[src/rtl/vmem_pkg.sv]
// Shared types for the frame-buffer arbiter: widths, pixel address packing,
// arbiter state encoding and the buffered write request.
package vmem_pkg;
  localparam int VMEM_AW = 19;
  localparam int VMEM_DW = 24;

  typedef enum logic [1:0] {IDLE, DRAIN, CLEAR} arb_state_t;

  typedef struct packed {
    logic [VMEM_AW-1:0] addr;
    logic [VMEM_DW-1:0] data;
  } wr_req_t;

  function automatic logic [VMEM_AW-1:0] vmem_addr(input logic [9:0] h, input logic [8:0] v);
    return {h, v};
  endfunction
endpackage

[src/rtl/vmem_arbiter_if.sv]
// User-side bundle of the arbiter: scanout, write port, clear control, RAM port.
// slave = arbiter view, master = the surrounding logic / RAM view.
interface vmem_arbiter_if;
  import vmem_pkg::*;

  logic               sc_req;
  logic [VMEM_AW-1:0] sc_addr;
  logic [VMEM_DW-1:0] sc_data;
  logic               sc_rvalid;
  logic               wr_valid;
  logic               wr_ready;
  logic [VMEM_AW-1:0] wr_addr;
  logic [VMEM_DW-1:0] wr_data;
  logic               clr_start;
  logic [VMEM_DW-1:0] clr_color;
  logic               clr_busy;
  logic               clr_done;
  logic [VMEM_AW-1:0] mem_addr;
  logic               mem_we;
  logic [VMEM_DW-1:0] mem_wdata;
  logic [VMEM_DW-1:0] mem_rdata;
  logic [15:0]        stat_stall;

  modport slave (
    input  sc_req, sc_addr, wr_valid, wr_addr, wr_data, clr_start, clr_color, mem_rdata,
    output sc_data, sc_rvalid, wr_ready, clr_busy, clr_done, mem_addr, mem_we, mem_wdata, stat_stall
  );

  modport master (
    output sc_req, sc_addr, wr_valid, wr_addr, wr_data, clr_start, clr_color, mem_rdata,
    input  sc_data, sc_rvalid, wr_ready, clr_busy, clr_done, mem_addr, mem_we, mem_wdata, stat_stall
  );
endinterface

[src/rtl/vmem_wr_fifo.sv]
// Small synchronous FIFO buffering pixel writes until the RAM port is free.
module vmem_wr_fifo
  import vmem_pkg::*;
#(
  parameter int FIFO_DEPTH = 4
) (
  input  logic    clock,
  input  logic    resetn,
  input  logic    push,
  input  wr_req_t push_data,
  input  logic    pop,
  output logic    full,
  output logic    empty,
  output wr_req_t head
);
  localparam int PW = $clog2(FIFO_DEPTH);

  wr_req_t       r_mem [FIFO_DEPTH];
  logic [PW-1:0] r_wp, r_rp;
  logic [PW:0]   r_cnt;
  logic          w_push, w_pop;

  assign full   = (r_cnt == (PW+1)'(FIFO_DEPTH));
  assign empty  = (r_cnt == '0);
  assign head   = r_mem[r_rp];
  assign w_push = push && !full;
  assign w_pop  = pop && !empty;

  always_ff @(posedge clock) begin
    if (w_push) r_mem[r_wp] <= push_data;
  end

  always_ff @(posedge clock) begin
    if (!resetn) begin
      r_wp  <= '0;
      r_rp  <= '0;
      r_cnt <= '0;
    end else begin
      if (w_push) r_wp <= r_wp + 1'b1;
      if (w_pop)  r_rp <= r_rp + 1'b1;
      case ({w_push, w_pop})
        2'b10:   r_cnt <= r_cnt + 1'b1;
        2'b01:   r_cnt <= r_cnt - 1'b1;
        default: r_cnt <= r_cnt;
      endcase
    end
  end
endmodule

[src/rtl/vmem_arbiter.sv]
// Frame-buffer RAM owner: scanout reads always win; buffered writes and the
// fill-colour clear engine use idle cycles. VMEM_ARB_STATS_EN adds a stall counter.
module vmem_arbiter
  import vmem_pkg::*;
#(
  parameter int AW         = VMEM_AW,
  parameter int DW         = VMEM_DW,
  parameter int FIFO_DEPTH = 4,
  parameter int H_RES      = 640,
  parameter int V_RES      = 480
) (
  input  logic          clock,
  input  logic          resetn,
  vmem_arbiter_if.slave bus
);
  localparam logic [9:0] H_LAST = 10'(H_RES - 1);
  localparam logic [8:0] V_LAST = 9'(V_RES - 1);

  arb_state_t    r_state, w_state_nxt;
  logic [9:0]    r_h;
  logic [8:0]    r_v;
  logic [DW-1:0] r_clr_color;
  logic          r_rvalid, r_done;

  wr_req_t       w_head, w_push_req;
  logic          w_full, w_empty, w_push, w_pop;
  logic          w_clr_adv, w_clr_last;
  logic [AW-1:0] w_mem_addr;
  logic [DW-1:0] w_mem_wdata;
  logic          w_mem_we;

  assign w_push_req = '{addr: bus.wr_addr, data: bus.wr_data};
  assign w_push     = bus.wr_valid && bus.wr_ready;
  assign w_clr_last = (r_h == H_LAST) && (r_v == V_LAST);

  vmem_wr_fifo #(.FIFO_DEPTH(FIFO_DEPTH)) u_fifo (
    .clock(clock), .resetn(resetn),
    .push(w_push), .push_data(w_push_req), .pop(w_pop),
    .full(w_full), .empty(w_empty), .head(w_head)
  );

  assign bus.sc_data   = bus.mem_rdata;
  assign bus.sc_rvalid = r_rvalid;
  assign bus.wr_ready  = (r_state == IDLE) && !w_full;
  assign bus.clr_busy  = (r_state != IDLE);
  assign bus.clr_done  = r_done;
  assign bus.mem_addr  = w_mem_addr;
  assign bus.mem_we    = w_mem_we;
  assign bus.mem_wdata = w_mem_wdata;

  // Port grant: scanout, then clear, then buffered writes; nothing while in reset.
  always_comb begin
    w_mem_addr  = '0;
    w_mem_we    = 1'b0;
    w_mem_wdata = '0;
    w_pop       = 1'b0;
    w_clr_adv   = 1'b0;
    if (!resetn) begin
      w_mem_we = 1'b0;
    end else if (bus.sc_req) begin
      w_mem_addr = bus.sc_addr;
    end else if (r_state == CLEAR) begin
      w_mem_addr  = vmem_addr(r_h, r_v);
      w_mem_we    = 1'b1;
      w_mem_wdata = r_clr_color;
      w_clr_adv   = 1'b1;
    end else if (!w_empty) begin
      w_mem_addr  = w_head.addr;
      w_mem_we    = 1'b1;
      w_mem_wdata = w_head.data;
      w_pop       = 1'b1;
    end
  end

  always_comb begin
    w_state_nxt = r_state;
    unique case (r_state)
      IDLE:    if (bus.clr_start) w_state_nxt = DRAIN;
      DRAIN:   if (w_empty) w_state_nxt = CLEAR;
      CLEAR:   if (w_clr_adv && w_clr_last) w_state_nxt = IDLE;
      default: w_state_nxt = IDLE;
    endcase
  end

  always_ff @(posedge clock) begin
    if (!resetn) begin
      r_state     <= IDLE;
      r_h         <= '0;
      r_v         <= '0;
      r_clr_color <= '0;
      r_rvalid    <= 1'b0;
      r_done      <= 1'b0;
    end else begin
      r_state  <= w_state_nxt;
      r_rvalid <= bus.sc_req;
      r_done   <= w_clr_adv && w_clr_last;
      if (r_state == IDLE && bus.clr_start) r_clr_color <= bus.clr_color;
      if (r_state == DRAIN) begin
        r_h <= '0;
        r_v <= '0;
      end else if (w_clr_adv) begin
        if (r_h == H_LAST) begin
          r_h <= '0;
          r_v <= r_v + 9'd1;
        end else begin
          r_h <= r_h + 10'd1;
        end
      end
    end
  end

`ifdef VMEM_ARB_STATS_EN
  logic [15:0] r_stall;
  always_ff @(posedge clock) begin
    if (!resetn) r_stall <= '0;
    else if (bus.sc_req && (!w_empty || r_state == CLEAR) && r_stall != 16'hFFFF)
      r_stall <= r_stall + 16'd1;
  end
  assign bus.stat_stall = r_stall;
`else
  assign bus.stat_stall = '0;
`endif
endmodule

[src/flat_wrapper.sv]
// flat-port wrapper written by rule: the top's interface ports become plain ports
module vmem_arbiter_flat import vmem_pkg::*;
#(
  parameter int AW         = VMEM_AW,
  parameter int DW         = VMEM_DW,
  parameter int FIFO_DEPTH = 4,
  parameter int H_RES      = 640,
  parameter int V_RES      = 480
)
  (clock, resetn, bus_sc_req, bus_sc_addr, bus_wr_valid, bus_wr_addr, bus_wr_data, bus_clr_start, bus_clr_color, bus_mem_rdata, bus_sc_data, bus_sc_rvalid, bus_wr_ready, bus_clr_busy, bus_clr_done, bus_mem_addr, bus_mem_we, bus_mem_wdata, bus_stat_stall);
  vmem_arbiter_if bus_i ();
  input  logic clock;
  input  logic resetn;
  input wire logic [$bits(bus_i.sc_req)-1:0] bus_sc_req;
  input wire logic [$bits(bus_i.sc_addr)-1:0] bus_sc_addr;
  input wire logic [$bits(bus_i.wr_valid)-1:0] bus_wr_valid;
  input wire logic [$bits(bus_i.wr_addr)-1:0] bus_wr_addr;
  input wire logic [$bits(bus_i.wr_data)-1:0] bus_wr_data;
  input wire logic [$bits(bus_i.clr_start)-1:0] bus_clr_start;
  input wire logic [$bits(bus_i.clr_color)-1:0] bus_clr_color;
  input wire logic [$bits(bus_i.mem_rdata)-1:0] bus_mem_rdata;
  output wire logic [$bits(bus_i.sc_data)-1:0] bus_sc_data;
  output wire logic [$bits(bus_i.sc_rvalid)-1:0] bus_sc_rvalid;
  output wire logic [$bits(bus_i.wr_ready)-1:0] bus_wr_ready;
  output wire logic [$bits(bus_i.clr_busy)-1:0] bus_clr_busy;
  output wire logic [$bits(bus_i.clr_done)-1:0] bus_clr_done;
  output wire logic [$bits(bus_i.mem_addr)-1:0] bus_mem_addr;
  output wire logic [$bits(bus_i.mem_we)-1:0] bus_mem_we;
  output wire logic [$bits(bus_i.mem_wdata)-1:0] bus_mem_wdata;
  output wire logic [$bits(bus_i.stat_stall)-1:0] bus_stat_stall;
  assign bus_i.sc_req = bus_sc_req;
  assign bus_i.sc_addr = bus_sc_addr;
  assign bus_i.wr_valid = bus_wr_valid;
  assign bus_i.wr_addr = bus_wr_addr;
  assign bus_i.wr_data = bus_wr_data;
  assign bus_i.clr_start = bus_clr_start;
  assign bus_i.clr_color = bus_clr_color;
  assign bus_i.mem_rdata = bus_mem_rdata;
  assign bus_sc_data = bus_i.sc_data;
  assign bus_sc_rvalid = bus_i.sc_rvalid;
  assign bus_wr_ready = bus_i.wr_ready;
  assign bus_clr_busy = bus_i.clr_busy;
  assign bus_clr_done = bus_i.clr_done;
  assign bus_mem_addr = bus_i.mem_addr;
  assign bus_mem_we = bus_i.mem_we;
  assign bus_mem_wdata = bus_i.mem_wdata;
  assign bus_stat_stall = bus_i.stat_stall;
  vmem_arbiter #(.AW(AW), .DW(DW), .FIFO_DEPTH(FIFO_DEPTH), .H_RES(H_RES), .V_RES(V_RES)) u_core (.clock(clock), .resetn(resetn), .bus(bus_i));
endmodule
[config.mk]
export PLATFORM = sky130hd
export DESIGN_NAME = vmem_arbiter_flat
export DESIGN_NICKNAME = d
export VERILOG_FILES = /design/src/rtl/vmem_pkg.sv /design/src/rtl/vmem_arbiter_if.sv /design/src/rtl/vmem_wr_fifo.sv /design/src/rtl/vmem_arbiter.sv /design/src/flat_wrapper.sv
export SDC_FILE = /design/constraint.sdc
export NUM_CORES = 1
export LEC_CHECK = 0
export CORE_ASPECT_RATIO = 1.1
export CORE_MARGIN = 2
export CORE_UTILIZATION = 40
export CTS_CLUSTER_DIAMETER = 40
export DETAILED_ROUTE_END_ITERATION = 10
export HOLD_SLACK_MARGIN = 0.12
export PLACE_DENSITY = 0.7
export SKIP_LAST_GASP = 1
export SYNTH_ARGS = -nofsm -noshare
export SYNTH_HDL_FRONTEND = slang
export SYNTH_SLANG_ARGS = --single-unit
[constraint.sdc]
create_clock -name clock -period 2.8 [get_ports clock]
set_input_delay 0.28 -clock clock [delete_from_list [all_inputs] [get_ports clock]]
set_output_delay 0.28 -clock clock [all_outputs]
set_load 0.01 [all_outputs]
# [Word-level counts from Yosys, hierarchy flattened]
# Memories as Yosys holds them, arrays and structs flattened. A register that Yosys moved wholly into a read port is not among the register bits.
# Index checks and enable logic that the tools add are counted.
[word_totals] reg_bits=54 mem_bits_rw=172 in_bits=115 output_inout_bits=88 elab_cells=71 n_memories=1
[op_classes] addsub=6 n_eq_ne=10 muxes=28 bitwise_logic=1 reduce_logical=16
[mem_list] memory="u_core.u_fifo.r_mem" words=4 word_bits=43 read_ports=1 rd_clocked_by_memory_dff=1 write_ports=1 line_no="vmem_wr_fifo.sv:18" text="wr_req_t r_mem [FIFO_DEPTH];"
[ops] operator="$mux W24" n=4
[ops] operator="$mux W19" n=4
[ops] operator="$mux W1" n=12
[ops] operator="$add A10 B1 Y10 const B" n=1
[ops] operator="$eq A10 B10 Y1 const B" n=1
[ops] operator="$mux W10" n=1
[ops] operator="$mux W2" n=5
[ops] operator="$add A9 B1 Y9 const B" n=1
[ops] operator="$eq A9 B9 Y1 const B" n=1
[ops] operator="$logic_and A1 B1 Y1" n=7
[ops] operator="$pmux W2 S3" n=1
[ops] operator="$pmux W3 S2" n=1
[ops] operator="$add A2 B1 Y2 const B" n=2
[ops] operator="$eq A2 B1 Y1 const B" n=2
[ops] operator="$eq A2 B2 Y1 const B" n=2
[ops] operator="$ne A2 B2 Y1 const B" n=2
[ops] operator="$reduce_bool A2 Y1" n=2
[ops] operator="$add A3 B1 Y3 const B" n=1
[ops] operator="$eq A3 B3 Y1 const B" n=1
[ops] operator="$logic_not A3 Y1" n=1
[ops] operator="$reduce_and A3 Y1" n=1
[ops] operator="$sub A3 B1 Y3 const B" n=1
[ops] operator="$logic_not A1 Y1" n=2
[ops] operator="$logic_not A2 Y1" n=1
[ops] operator="other kinds (4)" n=4

# [Depth between registers and ports, before layout]
# Gate-level depths: netlist (run 1).
[logic_depth] ltp_word=8 depth_mapped=10

# [Cells and area by module]
# Synthesis (run 1) repeated with hierarchy kept, for this count alone.
[hier_totals] cells_unflattened=667 hier_area_um2=9775.6
[by_module_without_submodules] mod="vmem_wr_fifo" instances=1 cells_per_inst=279 area_each_um2=6742.7 seq_area_each_um2=5345.1
[by_module_without_submodules] mod="vmem_arbiter" instances=1 cells_per_inst=388 area_each_um2=3032.9 seq_area_each_um2=940.9

# [Least setup slack after synthesis (run 1)]
# Ideal clock, no wire load.
[synth_timing] kind="register to register" start="register u_core.r_state[0]" end="memory u_core.u_fifo.r_mem[1][0] (netlist bit) (enable)" t_arrival_ps=2077 path_slack_ps=319 path_stages_with_launch=5 n_path_buf=0 path_cell_list="dfxtp_1 > nor2_1 > inv_1 > a211oi_2 > and2_1"
[synth_between] elab_chain_cells=6
[synth_rtl] element="start: declaration" line_no="vmem_arbiter.sv:19" text="arb_state_t r_state, w_state_nxt;"
[synth_rtl] element="start signal: assignment" line_no="vmem_arbiter.sv:94" text="r_state <= w_state_nxt;"
[synth_rtl] element="$logic_not A2 Y1" line_no="vmem_arbiter.sv:44" text="assign bus.wr_ready = (r_state == IDLE) && !w_full;"
[synth_rtl] element="$logic_and A1 B1 Y1" line_no="vmem_arbiter.sv:44"
[synth_rtl] element="$logic_and A1 B1 Y1" line_no="vmem_arbiter.sv:33" text="assign w_push = bus.wr_valid && bus.wr_ready;"
[synth_rtl] element="$logic_and A1 B1 Y1" line_no="vmem_wr_fifo.sv:26" text="assign w_push = push && !full;"
[synth_rtl] element="$mux W1" line_no="vmem_wr_fifo.sv:30" text="if (w_push) r_mem[r_wp] <= push_data;"
[synth_rtl] element="$mux W1 (implied by the code)" line_no="vmem_wr_fifo.sv:30"
[synth_rtl] element="end: declaration" line_no="vmem_wr_fifo.sv:18"
# Every way passes these cells.

==> Flow_metrics.wiki, run 1 <==
{| class="wikitable"
! Metric !! Value
|-
| Transition time at the pin with the least slew margin || 1.02 ns
|-
| Worst slew margin relative to its limit || 0.321
|-
| Final routed DRC violation total || 0
|-
| Register bit count reported by yosys || 228
|-
| Buffer type at the clock tree root || sky130_fd_sc_hd__clkbuf_16
|-
| Area share of the largest cell type after synthesis || 0.548
|-
| Core area || 23000 um2
|-
| Number of warnings issued by yosys || 0
|-
| Delay of the slowest critical-path stage || 0.55 ns
|-
| Time the worst path needs with I/O delays and setup || 2.70 ns
|-
| Post-Layout Cell Count || 1091
|-
| Path class of the lowest-slack min-delay path || input port to flop
|-
| Avg Inst Size Synth || 15.2 um2
|-
| Arr. time, crit path || 2.42 ns
|-
| Port buffer count || 138
|-
| Total half-perimeter wirelength after legalization and detailed placement || 13.7 mm
|-
| Status || complete, no violations
|-
| Layout-stage area growth over the synthesis result || 30.8%
|-
| Initial DRC count || 456
|-
| Element type at the critical path end || output port
|-
| Final setup violation count || 0
|-
| Clock tree from TritonCTS || built
|-
| Worst reg2reg path depth || 10
|-
| Largest net degree at the start of global routing || 46
|-
| Count of hold-fix buffers inserted at cts || 0
|-
| CTS H-tree lvls || 2
|-
| Number of I/O pins || 203
|-
| Total count of max-transition violations in the final report || 0
|-
| Number of enable flip-flop cells after synthesis || 172
|-
| Pre-CTS setup slack || 0.305 ns
|-
| Prevailing post-synth register cell || sky130_fd_sc_hd__edfxtp_1
|-
| Library cells used by synthesis || 49
|-
| Worst-case setup margin in the final layout || 0.101 ns
|-
| Layout cell share with drive strength beyond 1 || 0.190
|-
| Routed vias || 5783
|-
| CP Depth || 5
|-
| Number of sinks driven by the clock tree || 228
|-
| Share of synthesized area occupied by flip-flops and latches || 0.667
|-
| Post-synth design cell area || 9430 um2
|-
| First-pass iteration count of the detailed router || 5
|-
| Chip width || 150 um
|-
| Clock-pin slew on the worst setup and hold paths || 0.06 ns
|-
| Data required time at the worst endpoint || 2.52 ns
|-
| Destination of the critical timing path || bus_mem_addr[17]
|-
| Critical path buffer and inverter count || 3
|-
| Timing-limited maximum frequency || 370 MHz
|-
| Post-synthesis async set-or-reset flop share || 0
|-
| Post-Route Setup TNS || 0 ns
|-
| Most frequent cells in the layout || sky130_fd_sc_hd__edfxtp_1 (172), sky130_fd_sc_hd__clkdlybuf4s50_1 (118), sky130_fd_sc_hd__nand2_1 (61), sky130_fd_sc_hd__dfxtp_1 (54), sky130_fd_sc_hd__mux4_2 (43)
|-
| Via count normalized by instance count || 5.30
|-
| Number of clock buffers inserted by TritonCTS || 34
|-
| Unrepaired setup endpoints after global routing || true
|-
| Synth Instances || 619
|-
| Antenna Cells || 0
|-
| Final hold vios || 0
|-
| Total power of the final layout || 10.5 mW
|-
| Maximum net fanout on the critical path || 5
|-
| Final routed wirelength across all metal layers || 21.7 mm
|-
| Die Outline Area || 24800 um2
|-
| Commonest non-fill, non-tap cell in the layout || sky130_fd_sc_hd__edfxtp_1
|-
| Effective utilization at floorplan || 0.410
|-
| Number of nets with antenna violations after routing || 0
|-
| Critical-path cell with the highest stage delay || sky130_fd_sc_hd__mux4_2
|-
| Cell-by-cell trace of the critical path || buf_6 -> mux4_2 -> a222oi_1 -> inv_1 -> clkdlybuf4s50_1
|-
| Total overflow reported by the global router || 0
|-
| Global-route wire length before repair || 33.1 mm
|-
| Capture point of the worst reg-to-reg path || u_core.u_fifo.r_cnt[2]
|-
| Clock latency on the worst-skew pair || 0.50 ns
|-
| Count of nets after finishing || 889
|-
| Final Wtd Congestion || 0.732
|-
| Cell count after placement || 1025
|-
| Cell accounting for the most synthesized area || sky130_fd_sc_hd__edfxtp_1
|-
| Worst vdd rail ir drop || 0.438 mV
|-
| Crit path launch type || flop
|-
| Leakage || 4.50 nW
|-
| Number of antenna violations at the first check in global routing || 1
|-
| Final worst clock skew || 0.0147 ns
|-
| Combined global-route utilization of all metal layers || 0.178
|-
| Detail-routed net length per standard cell || 19.9 um
|-
| Path type of the worst setup path || flop to output port
|-
| Number of global-route vias before repair || 5942
|-
| Maximum number of buffers from clock root to sink || 3
|-
| Startpoint of the worst register-to-register path || u_core.r_state[0]
|-
| Die span in y || 165 um
|-
| Final period util || 0.964
|-
| Top delay family on crit path || buffers and inverters
|-
| Cell area power density || 853 nW/um2
|-
| Number of violations of the max-capacitance limit || 0
|-
| Worst reg2reg setup slack || 0.41 ns
|-
| Std-Cell Rows || 58
|-
| Top cells by area, synth || sky130_fd_sc_hd__edfxtp_1 (55%), sky130_fd_sc_hd__dfxtp_1 (12%), sky130_fd_sc_hd__mux4_2 (10%)
|}
sequential cells by signal (all words and copies together), names as in the netlist, named ones only:
| signal | cells |
|---|---|
| u_core.r_state | 2 |
| u_core.r_clr_color | 24 |
| u_core.u_fifo.r_cnt | 3 |
| u_core.u_fifo.r_rp | 2 |
| u_core.r_h | 10 |
| u_core.u_fifo.r_wp | 2 |
| u_core.bus.clr_done | 1 |
| u_core.bus.sc_rvalid | 1 |
| u_core.u_fifo.r_mem | 172 |
| u_core.r_v | 9 |
synth_stat cells (6+ instances only):
cell type                    n
sky130_fd_sc_hd__edfxtp_1  172
sky130_fd_sc_hd__nand2_1    61
sky130_fd_sc_hd__dfxtp_1    56
sky130_fd_sc_hd__mux4_2     43
sky130_fd_sc_hd__buf_4      41
sky130_fd_sc_hd__a21oi_1    35
sky130_fd_sc_hd__inv_1      29
sky130_fd_sc_hd__a22o_1     24
sky130_fd_sc_hd__clkbuf_1   20
sky130_fd_sc_hd__nor2_1     20
sky130_fd_sc_hd__a222oi_1   19
sky130_fd_sc_hd__xor2_1     10
sky130_fd_sc_hd__buf_2       8
sky130_fd_sc_hd__nand3_1     8
sky130_fd_sc_hd__ha_1        7
sky130_fd_sc_hd__and2_1      6
how the worst min path moves through the flow:
stage	from	endpoint	slack, ns	cells past startpoint
5_1_grt	bus_clr_color[6]	u_core.r_clr_color[6]	0.32	3
2_1_floorplan	bus_wr_data[0]	u_core.u_fifo.r_mem[0][0]	0.38	0
4_1_cts	bus_clr_color[3]	u_core.r_clr_color[3]	0.31	3
3_5_place_dp	u_core.u_fifo.r_rp[1]	flop	0.44	1
6_report	bus_clr_color[22]	u_core.r_clr_color[22]	0.33	3
3_3_place_gp	u_core.u_fifo.r_rp[1]	flop	0.43	1
power by group:
| group | internal, mW | total (mW) | switching (mW) |
|---|---|---|---|
| registers | 4.07 | 4.22 | 0.144 |
| logic | 0.887 | 1.85 | 0.958 |
| clock network | 2.85 | 4.46 | 1.61 |
worst register-to-register path: stages (launching register included):
cell and delay, ns:
sky130_fd_sc_hd__dfxtp_1 0.36, sky130_fd_sc_hd__nor2_1 0.20, sky130_fd_sc_hd__inv_1 0.11, sky130_fd_sc_hd__a211oi_2 0.54
sky130_fd_sc_hd__inv_1 0.10, sky130_fd_sc_hd__ha_1 0.24, sky130_fd_sc_hd__inv_1 0.08, sky130_fd_sc_hd__fa_1 0.19
sky130_fd_sc_hd__xor2_1 0.07, sky130_fd_sc_hd__or3_1 0.30, sky130_fd_sc_hd__a21oi_1 0.14
through the flow:
step	area, um2	util	hold WS, ns
6_report	12300	0.536	0.326
5_1_grt	12300	0.536	0.321
4_1_cts	12300	0.534	0.311
3_5_place_dp	11000	0.479	0.441
3_3_place_gp	11000	0.479	0.433
2_1_floorplan	9480	-	0.379
area by class of cell:
type	instances	area (um2)
Fill cell	1839	10700
Sequential cell	228	6290
Multi-Input combinational cell	304	2640
Timing Repair Buffer	169	1690
Clock buffer	39	943
Tap cell	300	375
Clock inverter	22	284
Inverter	29	109
per-layer routing:
layer | track usage | up-vias | share of wire
met5 | 0 | - | 0
met4 | 0.0686 | 0 | 0.025
met3 | 0.0500 | 57 | 0.072
met2 | 0.289 | 212 | 0.49
met1 | 0.226 | 2883 | 0.41
li1 | - | 2631 | -
cell families (layout without fill, tap and decap cells):
| logic type | after synthesis | count (layout) | synth area share |
|---|---|---|---|
| compound gates | 92 | 92 | 0.0721 |
| flops | 228 | 228 | 0.667 |
| other cells | 1 | 16 | 0.000398 |
| xor+xnor | 12 | 12 | 0.0111 |
| mux | 46 | 46 | 0.106 |
| buf+inv | 102 | 259 | 0.0604 |
| fa+ha+maj | 8 | 8 | 0.0114 |
| simple gates | 130 | 130 | 0.0719 |
what timing repair did:
| action | in CTS | in global routing |
|---|---|---|
| pin swaps | 4 | 6 |
| resized for setup | 11 | 14 |
| setup endpoints to repair | 40 | 17 |
| buffers inserted | 6 | 0 |
No activity file was read; power rests on OpenSTA's default activity.
==> inputs of run 2 (changes only) <==
Settings changed: PLACE_DENSITY 0.7 to 0.73.
Clock period 2.8 ns to 2.18 ns, I/O delays scaled along.
==> run 2 against run 1 <==
The run now ends with negative setup slack left. Worst hold slack got worse by 0.086 ns. Count of clock-buffer cells in the layout decreased by 5. Sequential power increased by 28%. Non-clock buffer count increased by 27. Critical path depth increased by 1. Clock skew increased by 0.0048 ns. Global-route usage decreased by 0.81 points. Cell count increased by 1.8%. Die area unchanged. Via count decreased by 0.36%. Routed wire length decreased by 1.9%.
==> Flow_metrics.wiki, run 2 (synthesis results as in run 1) <==
{| class="wikitable"
! Metric !! Value
|-
| Cell-by-cell trace of the critical path || buf_12 -> buf_12 -> mux4_2 -> a222oi_1 -> inv_1 -> buf_2
|-
| Final routed wirelength across all metal layers || 21.3 mm
|-
| Combined global-route utilization of all metal layers || 0.169
|-
| Post-Layout Cell Count || 1111
|-
| Layout cell share with drive strength beyond 1 || 0.261
|-
| Final period util || 1.13
|-
| Most frequent cells in the layout || sky130_fd_sc_hd__edfxtp_1 (172), sky130_fd_sc_hd__clkdlybuf4s50_1 (93), sky130_fd_sc_hd__nand2_1 (61), sky130_fd_sc_hd__dfxtp_1 (51), sky130_fd_sc_hd__mux4_2 (43)
|-
| Sequential share of power || 0.425
|-
| Number of sinks driven by the clock tree || 228
|-
| Cell Int Power || 9.36 mW
|-
| Clock tree from TritonCTS || built
|-
| Time the worst path needs with I/O delays and setup || 2.47 ns
|-
| First-pass iteration count of the detailed router || 6
|-
| Cell count after placement || 1045
|-
| Count of hold-fix buffers inserted at cts || 0
|-
| Final cell area excluding filler cells || 12300 um2
|-
| Final Wtd Congestion || 0.755
|-
| Number of fill cells || 1868
|-
| Core area || 23000 um2
|-
| Die span in y || 165 um
|-
| Cell area power density || 1030 nW/um2
|-
| CTS H-tree lvls || 1
|-
| Area after DPL || 11400 um2
|-
| Startpoint of the worst register-to-register path || u_core.u_fifo.r_cnt[0]
|-
| Final worst clock skew || 0.0195 ns
|-
| Utilization after layout || 0.535
|-
| Data required time at the worst endpoint || 1.96 ns
|-
| Clock latency on the worst-skew pair || 0.53 ns
|-
| Count of nets after finishing || 911
|-
| Number of nets with antenna violations after routing || 0
|-
| Detail-routed net length per standard cell || 19.1 um
|-
| Tightest hold margin || 0.240 ns
|-
| Timing-limited maximum frequency || 406 MHz
|-
| Status || finished, violations left
|-
| Path class of the lowest-slack min-delay path || input port to flop
|-
| Initial DRC count || 393
|-
| Element type at the critical path end || output port
|-
| Worst reg2reg setup slack || 0.11 ns
|-
| Arr. time, crit path || 2.25 ns
|-
| Buffer type at the clock tree root || sky130_fd_sc_hd__clkbuf_16
|-
| Unrepaired setup endpoints after global routing || true
|-
| Most flops, register || u_core.u_fifo.r_mem
|-
| Violations in the final reports || negative setup slack
|-
| Leakage || 4.43 nW
|-
| Logic gate share of total power || 0.212
|-
| Total count of max-transition violations in the final report || 0
|-
| Number of antenna violations at the first check in global routing || 0
|-
| Maximum number of buffers from clock root to sink || 3
|-
| Number of clock buffers inserted by TritonCTS || 29
|-
| Hold path start || bus_clr_color[14]
|-
| Die Outline Area || 24800 um2
|-
| Worst vdd rail ir drop || 0.687 mV
|-
| Largest net degree at the start of global routing || 30
|-
| Cell repeated most along the worst path || sky130_fd_sc_hd__buf_12
|-
| Total overflow reported by the global router || 0
|-
| Chip width || 150 um
|-
| Global-route wire length before repair || 32.1 mm
|-
| Final routed DRC violation total || 0
|-
| Portion of total power attributed to the clock network || 0.364
|-
| Critical-path cell with the highest stage delay || sky130_fd_sc_hd__mux4_2
|-
| Commonest non-fill, non-tap cell in the layout || sky130_fd_sc_hd__edfxtp_1
|-
| Sw Share || 0.263
|-
| Via count normalized by instance count || 5.19
|-
| Antenna Cells || 0
|-
| Port buffer count || 138
|-
| Number of I/O pins || 203
|-
| P_sw || 3.34 mW
|-
| Worst-case setup margin in the final layout || -0.286 ns
|-
| Std-Cell Rows || 58
|-
| Effective utilization at floorplan || 0.410
|-
| Path type of the worst setup path || flop to output port
|-
| Max reg flops || 172
|-
| Critical path buffer and inverter count || 4
|-
| Final setup violation count || 43
|-
| Total half-perimeter wirelength after legalization and detailed placement || 13.9 mm
|-
| Number of global-route vias before repair || 5760
|-
| Delay of the slowest critical-path stage || 0.54 ns
|-
| Largest registers ranked by flip-flop count || u_core.u_fifo.r_mem x172, u_core.r_clr_color x24, u_core.r_h x10
|-
| Final hold vios || 0
|-
| Clock-pin slew on the worst setup and hold paths || 0.06 ns
|-
| Routed vias || 5762
|-
| Crit path launch type || flop
|-
| Number of violations of the max-capacitance limit || 0
|-
| Layout-stage area growth over the synthesis result || 30.4%
|-
| Top delay family on crit path || multiplexers
|-
| Maximum net fanout on the critical path || 5
|}
==> run 2: cell type report <==
cell class / count / area (um2) / area share
flip-flops and latches: 228 / 6290 / 0.512
clock buffers: 34 / 754 / 0.0614
inverters: 29 / 109 / 0.00885
well taps: 300 / 375 / 0.0305
clock inverters: 20 / 206 / 0.0168
multi-input cells: 304 / 2650 / 0.216
repair buffers: 196 / 1910 / 0.155
==> run 2: per-stage QoR <==
stage                     setup TNS (ns)  power (mW)  setup WS (ns)
after detailed placement           -6.92        8.15         -0.223
after global routing              -10.48        13.2         -0.371
final                              -7.01        12.7         -0.286
after floorplan                        0        6.90        0.00520
after CTS                          -9.23        12.8         -0.333
after global placement             -6.09        8.10         -0.167
==> run 2: timing repair <==
action	CTS	global route
gates resized for setup	182	9
setup buffers	6	7
pin swaps	22	21
cloned	2	0
setup endpoints to repair	45	45
==> run 2: routing by layer <==
metal  part of all wire  track usage
met4              0.017       0.0463
met2               0.49        0.283
met1               0.44        0.230
met5                  0            0
met3              0.057       0.0287
==> run 2: power groups by stage <==
stage                     combinational, mW  sequential (mW)  clock (mW)
final                                  2.69             5.39        4.61
after global routing                   2.91             5.43        4.88
after CTS                              2.71             5.38        4.71
after detailed placement               2.67             5.48           0
after global placement                 2.65             5.46           0
after floorplan                        1.47             5.43           0
==> run 2: worst register-to-register path: stages, from the launching register on <==
cell and delay (ns):
sky130_fd_sc_hd__dfxtp_2 0.33, sky130_fd_sc_hd__buf_4 0.14, sky130_fd_sc_hd__nor2_1 0.15, sky130_fd_sc_hd__a211oi_2 0.10
sky130_fd_sc_hd__inv_1 0.07, sky130_fd_sc_hd__ha_1 0.16, sky130_fd_sc_hd__inv_1 0.06, sky130_fd_sc_hd__fa_1 0.37
sky130_fd_sc_hd__xor2_1 0.16, sky130_fd_sc_hd__or3_1 0.31, sky130_fd_sc_hd__a21oi_1 0.15
==> run 2: path summary, 6_finish.rpt <==
check	cells after the start	to
setup / recovery	6	bus_mem_addr[18]
hold / removal	3	u_core.r_clr_color[14]
setup reg to reg	10	u_core.u_fifo.r_cnt[2]
hold reg to reg	2	u_core.r_clr_color[0]
